`src/rtl/seg_7_func.sv`:
```
// seg_7_func: registered 4-bit to 7-segment decoder (digits 0-9, hex A-F).
// Priority is lamp_test > blank > decode of {A,B,C,D}, with a one-cycle latency.
// seg_7 is {a,b,c,d,e,f,g}; by default a 1 lights a segment.
// Optional macro SEG7_ACTIVE_LOW_EN inverts every output value, including the
// reset value, for common-anode displays.
module seg_7_func (
    input  logic       clk,
    input  logic       rst_n,
    input  logic       A,
    input  logic       B,
    input  logic       C,
    input  logic       D,
    input  logic       blank,
    input  logic       lamp_test,
    output logic [6:0] seg_7
);

`ifdef SEG7_ACTIVE_LOW_EN
    localparam logic [6:0] PolMask = 7'h7F;
`else
    localparam logic [6:0] PolMask = 7'h00;
`endif

    logic [3:0] nibble;
    logic [6:0] glyph;
    logic [6:0] seg_d;
    logic [6:0] seg_q;

    assign nibble = {A, B, C, D};

    // Glyph lookup in active-high form; every code is defined.
    always_comb begin
        glyph = 7'h00;
        unique case (nibble)
            4'h0: glyph = 7'h7E;
            4'h1: glyph = 7'h30;
            4'h2: glyph = 7'h6D;
            4'h3: glyph = 7'h79;
            4'h4: glyph = 7'h33;
            4'h5: glyph = 7'h5B;
            4'h6: glyph = 7'h5F;
            4'h7: glyph = 7'h70;
            4'h8: glyph = 7'h7F;
            4'h9: glyph = 7'h7B;
            4'hA: glyph = 7'h77;
            4'hB: glyph = 7'h1F;
            4'hC: glyph = 7'h4E;
            4'hD: glyph = 7'h3D;
            4'hE: glyph = 7'h4F;
            4'hF: glyph = 7'h47;
            default: glyph = 7'h00;
        endcase
    end

    // Apply the overrides, then the output polarity, before the register.
    always_comb begin
        seg_d = glyph;
        if (lamp_test) begin
            seg_d = 7'h7F;
        end else if (blank) begin
            seg_d = 7'h00;
        end
        seg_d = seg_d ^ PolMask;
    end

    // Output register; reset clears the display (all segments off).
    always_ff @(posedge clk or negedge rst_n) begin
        if (!rst_n) begin
            seg_q <= PolMask;
        end else begin
            seg_q <= seg_d;
        end
    end

    assign seg_7 = seg_q;

endmodule

```
`config.mk`:
```
export PLATFORM = sky130hd
export DESIGN_NAME = seg_7_func
export DESIGN_NICKNAME = d
export VERILOG_FILES = /design/src/rtl/seg_7_func.sv
export SDC_FILE = /design/constraint.sdc
export NUM_CORES = 1
export LEC_CHECK = 0
export ABC_AREA = 1
export BUFFER_PORTS_ARGS = -buffer_cell sky130_fd_sc_hd__buf_2
export CELL_PAD_IN_SITES_DETAIL_PLACEMENT = 1
export CELL_PAD_IN_SITES_GLOBAL_PLACEMENT = 1
export CORE_MARGIN = 4
export CORE_UTILIZATION = 30
export CTS_CLUSTER_SIZE = 14
export DETAILED_ROUTE_END_ITERATION = 6
export PLACE_DENSITY_LB_ADDON = 0.1
export SLEW_MARGIN = 20
export SYNTH_ARGS = -nofsm -noshare
export SYNTH_HDL_FRONTEND = slang
export SYNTH_SLANG_ARGS = --single-unit
```
`constraint.sdc`:
```
create_clock -name clk -period 0.8 [get_ports clk]
set_clock_uncertainty 0.2 [all_clocks]
set_input_delay 0.04 -clock clk [delete_from_list [all_inputs] [get_ports clk]]
set_output_delay 0.04 -clock clk [all_outputs]
set_load 0.02 [all_outputs]
```
# --- Yosys cells after proc, flatten, opt, wreduce, memory -nomap -nowiden ---
# Memory sizes are Yosys's and may differ from the RTL's.
# Index checks and enable logic that the tools add are counted.
word_totals:
  output_inout_bits: 7
  ff_bits: 7
  mem_count: 1
  mem_bits_ro: 112
op_classes:
  mux: 2
memory_table:
  columns: ["memory", "words", "word_bits", "rd", "rd_ports_with_merged_regs", "write_ports", "line", "text"]
  rows:
  - ["(name not given)", 16, 7, 1, 0, 0, "34", "unique case (nibble)"]
op_table:
  columns: ["cell", "count"]
  rows:
  - ["7-bit 2-to-1 mux", 2]

# --- Depth between registers and ports, before layout ---
# Gate-level depths: netlist (run 1).
# An unclocked memory read counts as a cell.
depth:
  word_depth: 3
  mapped_depth: 7
  depth_no_buf: 7

# --- Worst setup path before layout (run 1) ---
# Ideal clock, no wire load.
synth_path:
  kind: "input to register"
  start: "in C"
  end: "reg seg_q[6], in the netlist seg_7[6]"
  setup_slack_ps: -168
  t_arrival_ps: 646
  stages: 7
  setup_ps: 122
  path_buffers: 0
  required_time_ps: 478
  path_cell_list: "inv_1 ha_1 inv_1 nand2_1 nand3_1 nand3_1 nand2_1"
synth_via:
  elab_chain_cells: 3
synth_rtl:
  columns: ["element", "line", "text"]
  rows:
  - ["from (decl)", "11", "input logic C,"]
  - ["memory 16 x 7 bit", null, null]
  - ["7-bit 2-to-1 mux", "60", "end else if (blank) begin"]
  - ["7-bit 2-to-1 mux", "58", "if (lamp_test) begin"]
  - ["net seg_d[6]", "26", "logic [6:0] seg_d;"]
  - ["to (signal assigned)", "69", "seg_q <= PolMask;"]
  - ["to (signal assigned)", "71", "seg_q <= seg_d;"]
  - ["to (decl)", "27", "logic [6:0] seg_q;"]
# The timed path passes the listed nets, and every way through them passes these cells.

# --- Worst setup path after layout (run 1) ---
layout_path:
  start: "reg seg_q[3], in the netlist seg_7[3]"
  end: "out seg_7[3]"
layout_rtl:
  columns: ["element", "line", "text"]
  rows:
  - ["to (decl)", "15", "output logic [6:0] seg_7"]
# No word-level cell between the ends.

==> metrics.txt, run 1 <==
P_leak 0.3731 nW; IO Port Bufs 14; CP delay by family, top flip-flops; biggest area consumer among synthesized cells dfrtp_1; Worst-path clk slew 60 ps; Arr. time, crit path 770 ps; Final Hold Viols 14; DR DRC count 0; Final nets 98; synth cell count leaders nand2_1, nand3_1, dfrtp_1; register area share after synthesis 34.91%; Finish-stage setup viols 8; crit path time final 1010 ps; synth warn 0; Vias 484; largest net degree at the start of global routing 10; Max clock buf depth 2; initial drt markers 1; Initial Util 32.55%; number of detailed-routing iterations run before antenna repair 3; max reg flops 7; Peak VDD IR 685.5 uV; crit path kind reg2out; Core Region 1541 um^2; gpl congestion 0.7711; Hold WS -132.4 ps; die width 48.90 um; CP Capture Type output port; GRT Total Usage 13.39%; P&R area growth vs syn 56.11%; CTS tree built; cell count after synthesis 66; final wirelength 1.488 mm; status finished, violations left; vias in the first global route 538; post-synth cell types 11; antenna cells 0; startpoint types register; Post-synth EDFFs 0; total gr overflow 0; Final WS setup -209.7 ps; Worst Hold Class in2reg; Synth area leaders dfrtp_1, nand3_1, nand2_1; FMAX 990.4 MHz; full die area 2391 um^2; Cell Area, Synth 501.7 um^2; CP required 560 ps; buffers and inverters on the worst path 1; CTS Sinks 7; layout cells sized above 1 45.78%; failing checks hold timing, setup timing; Die H 48.90 um; pwr dens 1366 nW/um^2; Ports 15; CTS HTree Levels 1; Mapped Avg Cell Area 7.602 um^2; CP max-delay cell dfrtp_1; max_slew headroom 81.48%; ys async rst share 100.0%; Max Slew Vio Count 0; Yosys reg bits 7; syn nets 80; slew at the pin closest to its max-slew limit 277.8 ps; hold_buf cts 1; first-pass GRT wire length 2.449 mm; Post CTS Setup Buffer Count 0; dpl ws -404.0 ps; WL per Instance 15.03 um; DRT antenna net count 0; Synth Flop Type dfrtp_1; Row Count 14; Fillers 193; most common cell in the netlist nand2_1; initial antenna violation count 0; RSZ-0062 raised after global routing true; CP cell instances buf_6; maxcap violations 0; crit path max fanout 1; share of the synthesized area in the top cell type 34.91%; DP HPWL 1.095 mm; vias per std cell 4.889; Total Power 1.070 mW; Root Buffer clkbuf_4; total CTS buffers 3; slowest cell delay on critical path 390 ps; fin crit share 126.2%
## metrics by stage
stage	area, um^2	util (%)	std cells	hold WS [ps]	TNS [ps]
finish	783.3	50.81	99	-132.4	-1345
global route	783.3	50.81	99	-120.5	-1617
CTS	740.7	48.05	99	-122.8	-1382
detailed placement	610.6	39.61	94	-313.7	-2502
global placement	610.6	39.61	94	-322.3	-2409
floorplan	543.0	-	66	-455.6	-173.9
## repair_timing
action	CTS	global route
gates resized for setup	25	9
pin swaps	0	7
endpoints found under the hold margin	14	14
endpoints found under the setup margin	14	10
## worst paths after layout
check | startpoint | endpoint | cells past startpoint
setup / recovery | seg_7[3] | seg_7[3] | 1
hold / removal | blank | seg_7[5] | 4
max in group asynchronous | rst_n | seg_7[2] | 2
min in group asynchronous | rst_n | seg_7[0] | 2
## report_power, final
group | switching, mW | internal [mW]
registers | 0.0126 | 0.380
clock network | 0.139 | 0.191
logic | 0.198 | 0.149
## cell families after synthesis
logic type               share of synthesized area, %
AND/OR/NAND/NOR                                 36.91
buffers and inverters                           13.22
flip-flops                                      34.91
adder cells (fa/ha/maj)                         14.96
## placed cells by master, fill, tap and decap left out
cell           count
nand2_1           17
nand3_1           14
buf_6              7
dfrtp_1            7
nand2_2            5
buf_2              5
nand3_2            4
ha_4               4
inv_2              3
clkbuf_4           3
inv_8              2
inv_1              2
ha_1               2
inv_16             1
nand2_4            1
inv_4              1
nor2_1             1
clkbuf_1           1
dlygate4sd3_1      1
buf_12             1
buf_8              1
## layer usage
layer / share of wire, % / wire (um) / global-route usage (%) / up-vias
met5: 0 / 0 / 0 / -
met4: 0.87 / 13 / 4.036 / 0
met3: 1.9 / 29 / 2.752 / 2
met2: 54 / 810 / 23.26 / 8
met1: 43 / 634 / 16.33 / 231
li1: - / - / - / 243
## layout make-up
type | instances | area [um^2] | share of cell area, %
Timing Repair Buffer | 15 | 148.9 | 19.01
Clock buffer | 4 | 26.28 | 3.355
Inverter | 9 | 67.56 | 8.626
Tap cell | 16 | 20.02 | 2.556
Sequential cell | 7 | 175.2 | 22.36
Multi-Input combinational cell | 48 | 345.3 | 44.09
Power figures use the tool's default switching activity.
==> run 2, diff against run 1 <==
==> constraint.sdc (replaced) <==
create_clock -name clk -period 0.8 [get_ports clk]
set_clock_uncertainty 0.2 [all_clocks]
set_input_delay 0.08 -clock clk [delete_from_list [all_inputs] [get_ports clk]]
set_output_delay 0.08 -clock clk [all_outputs]
set_load 0.02 [all_outputs]
==> run 2 against run 1 <==
The run still ends with hold timing, setup timing left. Core utilization is 2.1 points higher. Worst setup slack worse by 43 ps. Combinational power is 5% higher. Critical path type unchanged. Largest cell class unchanged. Largest power group unchanged.
==> metrics.txt, run 2 (same netlist as run 1, synthesis figures left out) <==
commonest non-fill, non-tap cell in the layout nand2_1; Arr. time, crit path 770 ps (about the same); GRT Total Usage 14.14% (+0.75 points); pwr dens 1341 nW/um^2 (-1.8%); slowest cell delay on critical path 390 ps (about the same); Final WS setup -252.2 ps (-42.58 ps); number of detailed-routing iterations run before antenna repair 4 (+1); largest net degree at the start of global routing 10 (unchanged); max_slew headroom 85.31% (+3.8 points); max reg flops 7 (unchanged); Hold WS -77.87 ps (+54.51 ps); CTS Sinks 7 (unchanged); Row Count 14 (unchanged); full die area 2391 um^2 (unchanged); failing checks hold timing, setup timing; CP max-delay cell dfrtp_1; TNS Setup -1673 ps (-327.6 ps); P&R area growth vs syn 62.59%; Initial Util 32.55% (unchanged); Core Region 1541 um^2 (unchanged); fin crit share 131.5% (+5.3 points); startpoint types register; Finish-stage setup viols 8 (unchanged); sw frac 33.30% (+0.62 points); DRT antenna net count 0 (unchanged); initial drt markers 5 (+4); DP HPWL 1.095 mm (unchanged); Hold Path Origin blank; NetSw 364.2 uW (+4.2%); gpl congestion 0.7711 (unchanged); commonest non-fill, non-tap cells in the layout nand2_1, nand3_1, nand3_2, buf_6, dfrtp_1; dpl ws -444.0 ps (-40.00 ps); FMAX 950.4 MHz (-4.0%); CTS tree built; cell depth of the worst hold path 4 (unchanged); Max clock buf depth 2 (unchanged); CP cell instances buf_6; Root Buffer clkbuf_4; CTS HTree Levels 1 (unchanged); part of the power in registers 35.9% (-0.8 points); placed cell count 94 (unchanged); maxcap violations 0 (unchanged); first-pass GRT wire length 2.608 mm (+6.5%); RSZ-0062 raised after global routing true; crit path time final 1052 ps (+42.58 ps); IO Port Bufs 14 (unchanged); Vias 490 (+1.2%); CP Capture Type output port; WHS Endpoint seg_7[5]; WL per Instance 15.43 um (+2.7%); buffers and inverters on the worst path 1 (unchanged); layout cells sized above 1 51.81% (+6.0 points); slew at the pin closest to its max-slew limit 220.1 ps (-57.70 ps); Peak VDD IR 630.4 uV (-8.0%); die width 48.90 um (unchanged); initial antenna violation count 0 (unchanged); Max Slew Vio Count 0 (unchanged); Ports 15 (unchanged); non-filler instance count after layout 99 (unchanged); total CTS buffers 3 (unchanged); Setup crit start seg_7[3]; CP required 520 ps (-40 ps); total gr overflow 0 (unchanged); vias per std cell 4.949 (+1.2%); final wirelength 1.528 mm (+2.7%); clock share of power 30.7% (-0.2 points); DR DRC count 0 (unchanged); hold_buf cts 1 (unchanged); vias in the first global route 548 (+1.9%); antenna cells 0 (unchanged); CP delay by family, top flip-flops; Final nets 98 (unchanged); Worst-path clk slew 60 ps (about the same); Final Hold Viols 14 (unchanged); combinational power share 33.4% (+0.9 points); Worst Hold Class in2reg; status finished, violations left; Die H 48.90 um (unchanged); crit path kind reg2out; Power Internal 729.4 uW (+1.3%); P_leak 0.3849 nW (+3.2%); crit path max fanout 1 (unchanged)
run 2: worst max-delay path by stage:
stage	to	slack, ps	cells past startpoint
after floorplan	seg_7[5]	-100	7
after global placement	seg_7[0]	-430	7
after detailed placement	seg_7[3]	-440	7
after CTS	seg_7[3]	-270	1
after global routing	seg_7[3]	-280	1
final	seg_7[3]	-250	1
run 2: routing by layer:
metal	up-vias	GRT usage, %	wire length (um)
li1	241	-	-
met4	0	4.036	13
met3	2	2.752	40
met1	239	17.25	644
met5	-	0	0
met2	8	24.78	830
run 2: cell type report:
type                       count  area, um^2
clock buffer                   4       26.28
fill                         189       725.7
inverter                       9       67.56
multi-input combinational     48       370.4
sequential                     7       175.2
tap                           16       20.02
timing repair buffer          15       156.4
run 2: repair_timing:
action                                 CTS  global route
setup endpoints to repair               14            12
gates resized for setup                 32            10
pin swaps                                4             7
buffers inserted                         0             0
endpoints found under the hold margin   14             7
run 2: metrics by stage:
stage	area, um^2	util, %	power [mW]	hold slack, ps
floorplan	543.0	-	0.5691	-415.6
global placement	610.6	39.61	0.6505	-282.3
detailed placement	610.6	39.61	0.6567	-273.7
CTS	773.2	50.16	1.075	-90.17
global route	815.8	52.92	1.163	-65.41
finish	815.8	52.92	1.094	-77.87
run 2: power groups by stage:
stage	sequential [mW]	combinational (mW)	clock [mW]
2_1_floorplan	0.427	0.142	0
6_report	0.392	0.366	0.336
5_1_grt	0.396	0.397	0.371
4_1_cts	0.392	0.343	0.340
3_5_place_dp	0.392	0.265	0
3_3_place_gp	0.391	0.260	0
==> run 3, diff against run 2 <==
--- a/config.mk
+++ b/config.mk
@@ -5,12 +5,12 @@
 export SDC_FILE = /design/constraint.sdc
 export NUM_CORES = 1
 export LEC_CHECK = 0
-export ABC_AREA = 1
+export ABC_AREA = 0
 export BUFFER_PORTS_ARGS = -buffer_cell sky130_fd_sc_hd__buf_2
 export CELL_PAD_IN_SITES_DETAIL_PLACEMENT = 1
 export CELL_PAD_IN_SITES_GLOBAL_PLACEMENT = 1
 export CORE_MARGIN = 4
-export CORE_UTILIZATION = 30
+export CORE_UTILIZATION = 31
 export CTS_CLUSTER_SIZE = 14
 export DETAILED_ROUTE_END_ITERATION = 6
 export PLACE_DENSITY_LB_ADDON = 0.1
==> run 3 against run 2 <==
The flow still finishes with violations (hold timing, setup timing). Global-route usage is 0.86 points lower. Maximum frequency up 1.1%. Wire length decreased by 0.13%. Highest routed layer unchanged.
==> metrics.txt, run 3 <==
status finished, violations left; failing checks hold timing, setup timing; Final WS setup -241.3 ps (+10.99 ps); max_slew headroom 82.63% (-2.7 points); WHS Endpoint seg_7[5]; first-pass GRT wire length 1.994 mm (-24%); vias in the first global route 479 (-13%); commonest non-fill, non-tap cell in the layout buf_6; ys async rst share 100.0% (unchanged); Synth Area in Simple Gates 16.36% (-21 points); Vias 480 (-2.0%); Worst Hold Class in2reg; Post-synth EDFFs 0 (unchanged); crit path time final 1041 ps (-10.99 ps); crit path max fanout 1 (unchanged); pwr dens 1192 nW/um^2 (-11%); FMAX 960.4 MHz (+1.1%); crit path kind reg2out; CP Capture Type output port; CTS HTree Levels 1 (unchanged); cell depth of the worst hold path 2 (-2); XOR/XNOR share of the synthesized area 0% (unchanged); cell area after placement 681.9 um^2 (+12%); vias per std cell 5.275 (+6.6%); Total Power 1.146 mW (+4.8%); Die H 47.11 um (-3.7%); GRT Total Usage 13.29% (-0.86 points); Max clock buf depth 2 (unchanged); CP delay by family, top flip-flops; syn nets 62 (-23%); Core Region 1366 um^2 (-11%); post-route cell area 960.9 um^2 (+18%); P_leak 0.4009 nW (+4.2%); fin crit share 130.2% (-1.4 points); Mapped Avg Cell Area 9.879 um^2 (+30%); cell count after synthesis 48 (-27%); sw frac 30.01% (-3.3 points); slowest cell delay on critical path 380 ps (about the same); initial antenna violation count 0 (unchanged); combinational family with the most area after synthesis compound AO/OA/AOI/OAI gates; Worst-path clk slew 50 ps (about the same); antenna cells 0 (unchanged); layout cells sized above 1 67.11% (+15 points); biggest area consumer among synthesized cells dfrtp_1; Initial Util 34.71% (+2.2 points); Cell Area, Synth 474.2 um^2 (-5.5%); Ports 15 (unchanged); Yosys reg bits 7 (unchanged); synth warn 0 (unchanged); full die area 2219 um^2 (-7.2%); hold_buf cts 1 (unchanged); part of the power in registers 34.3% (-1.6 points); Row Count 13 (-1); P&R area growth vs syn 102.6%; NetSw 343.9 uW (-5.6%); synth cell count leaders dfrtp_1, ha_1, inv_1, nand2_1; initial drt markers 8 (+3); total gr overflow 0 (unchanged); max reg flops 7 (unchanged); Root Buffer clkbuf_4; Final nets 91 (-7.1%); largest net degree at the start of global routing 12 (+2); commonest non-fill, non-tap cells in the layout buf_6, dfrtp_1, ha_4, buf_4, clkbuf_4; die width 47.11 um (-3.7%); Synth Flop Type dfrtp_1; Synth Area in Adders 15.83% (+0.87 points); maxcap violations 0 (unchanged); mux contribution to synthesized area 6.860% (+6.9 points); Finished Core Util 70.33% (+17 points); Fillers 133 (-30%); DRT antenna net count 0 (unchanged); CTS tree built; Hold WS -132.8 ps (-54.90 ps); Synth area leaders dfrtp_1, ha_1, o311ai_1; startpoint types register; final wirelength 1.526 mm (-0.13%); non-filler instance count after layout 91 (-8.1%); buffers and inverters on the worst path 1 (unchanged); CP cell instances buf_6; share of the synthesized area in the top cell type 36.94% (+2.0 points); DP HPWL 950.8 um (-13%); combinational power share 38.3% (+4.9 points); slew at the pin closest to its max-slew limit 258.3 ps (+38.18 ps); RSZ-0062 raised after global routing true; WL per Instance 16.77 um (+8.6%); number of detailed-routing iterations run before antenna repair 2 (-2); Hold Path Origin lamp_test; post-synth cell types 26 (+15); Final Hold Viols 9 (-5); total CTS buffers 3 (unchanged); most common cell in the netlist dfrtp_1; Power Internal 801.9 uW (+10%); CP max-delay cell dfrtp_1; DR DRC count 0 (unchanged); Arr. time, crit path 760 ps (about the same); Finish-stage setup viols 13 (+5); CP required 520 ps (about the same); placed cell count 85 (-9.6%); Compound-Gate Fraction of Synth Area 19.53% (+20 points); gpl congestion 0.7067 (-8.4%); clock share of power 27.4% (-3.3 points); register area share after synthesis 36.94% (+2.0 points); IO Port Bufs 14 (unchanged); Peak VDD IR 462.3 uV (-27%); Max Slew Vio Count 0 (unchanged); CTS Sinks 7 (unchanged)
[run 3: changes by cell type after synthesis, moves of 2 or more]
cell | before | now
nand2_1 | 21 | 3
nand3_1 | 18 | 0
buf_2 | 0 | 2
buf_6 | 2 | 0
inv_1 | 5 | 3
inv_2 | 2 | 0
nand2_2 | 2 | 0
nand2b_1 | 0 | 2
nor2b_1 | 0 | 2
nor3_1 | 0 | 2
o21ai_0 | 0 | 2
o311ai_1 | 0 | 2
[run 3: layout make-up]
class                   count  area [um^2]  area share [%]
clock buffers               4        26.28           2.734
inverters                   3        31.28           3.255
multi-input cells          36        445.4           46.35
flip-flops and latches      7        175.2           18.23
well taps                  15        18.77           1.953
repair buffers             26        264.0           27.47
[run 3: power groups by stage]
stage          Combinational [mW]  Sequential [mW]  Clock, mW
3_3_place_gp                0.283            0.390          0
5_1_grt                     0.470            0.394      0.337
3_5_place_dp                0.286            0.392          0
6_report                    0.439            0.393      0.314
4_1_cts                     0.379            0.393      0.324
2_1_floorplan               0.118            0.428          0
[run 3: worst max-delay path by stage]
| stage | startpoint | end | cells after the start |
|---|---|---|---|
| final | seg_7[4] | seg_7[4] | 1 |
| after global routing | seg_7[4] | seg_7[4] | 1 |
| after CTS | seg_7[4] | seg_7[4] | 1 |
| after detailed placement | C | seg_7[6] | 5 |
| after global placement | D | seg_7[5] | 6 |
| after floorplan | D | seg_7[0] | 5 |
[run 3: cell families after synthesis]
kind of cell / Yosys count
simple gates: 14
compound gates: 13
flops: 7
fa+ha+maj: 6
buf+inv: 5
mux: 3
[run 3: stage by stage]
stage               hold WS [ps]  setup WS [ps]  setup TNS (ps)
finish                    -132.8         -241.3           -2254
global route              -134.9         -264.4           -2516
global placement          -288.1         -539.0           -3334
detailed placement        -288.3         -539.7           -3441
floorplan                 -415.6         -241.3           -1141
CTS                       -156.5         -243.1           -2133
[run 3: what timing repair did]
action,in CTS,in global routing
endpoints found under the setup margin,14,14
buffers inserted,0,1
resized for setup,40,15
pin swaps,7,5
hold endpoints to repair,14,7
[run 3: routing by layer]
| layer | wire length (um) | GRT usage [%] |
|---|---|---|
| met5 | 0 | 0 |
| met4 | 29 | 10.50 |
| met3 | 79 | 1.149 |
| met2 | 848 | 24.93 |
| met1 | 569 | 13.07 |
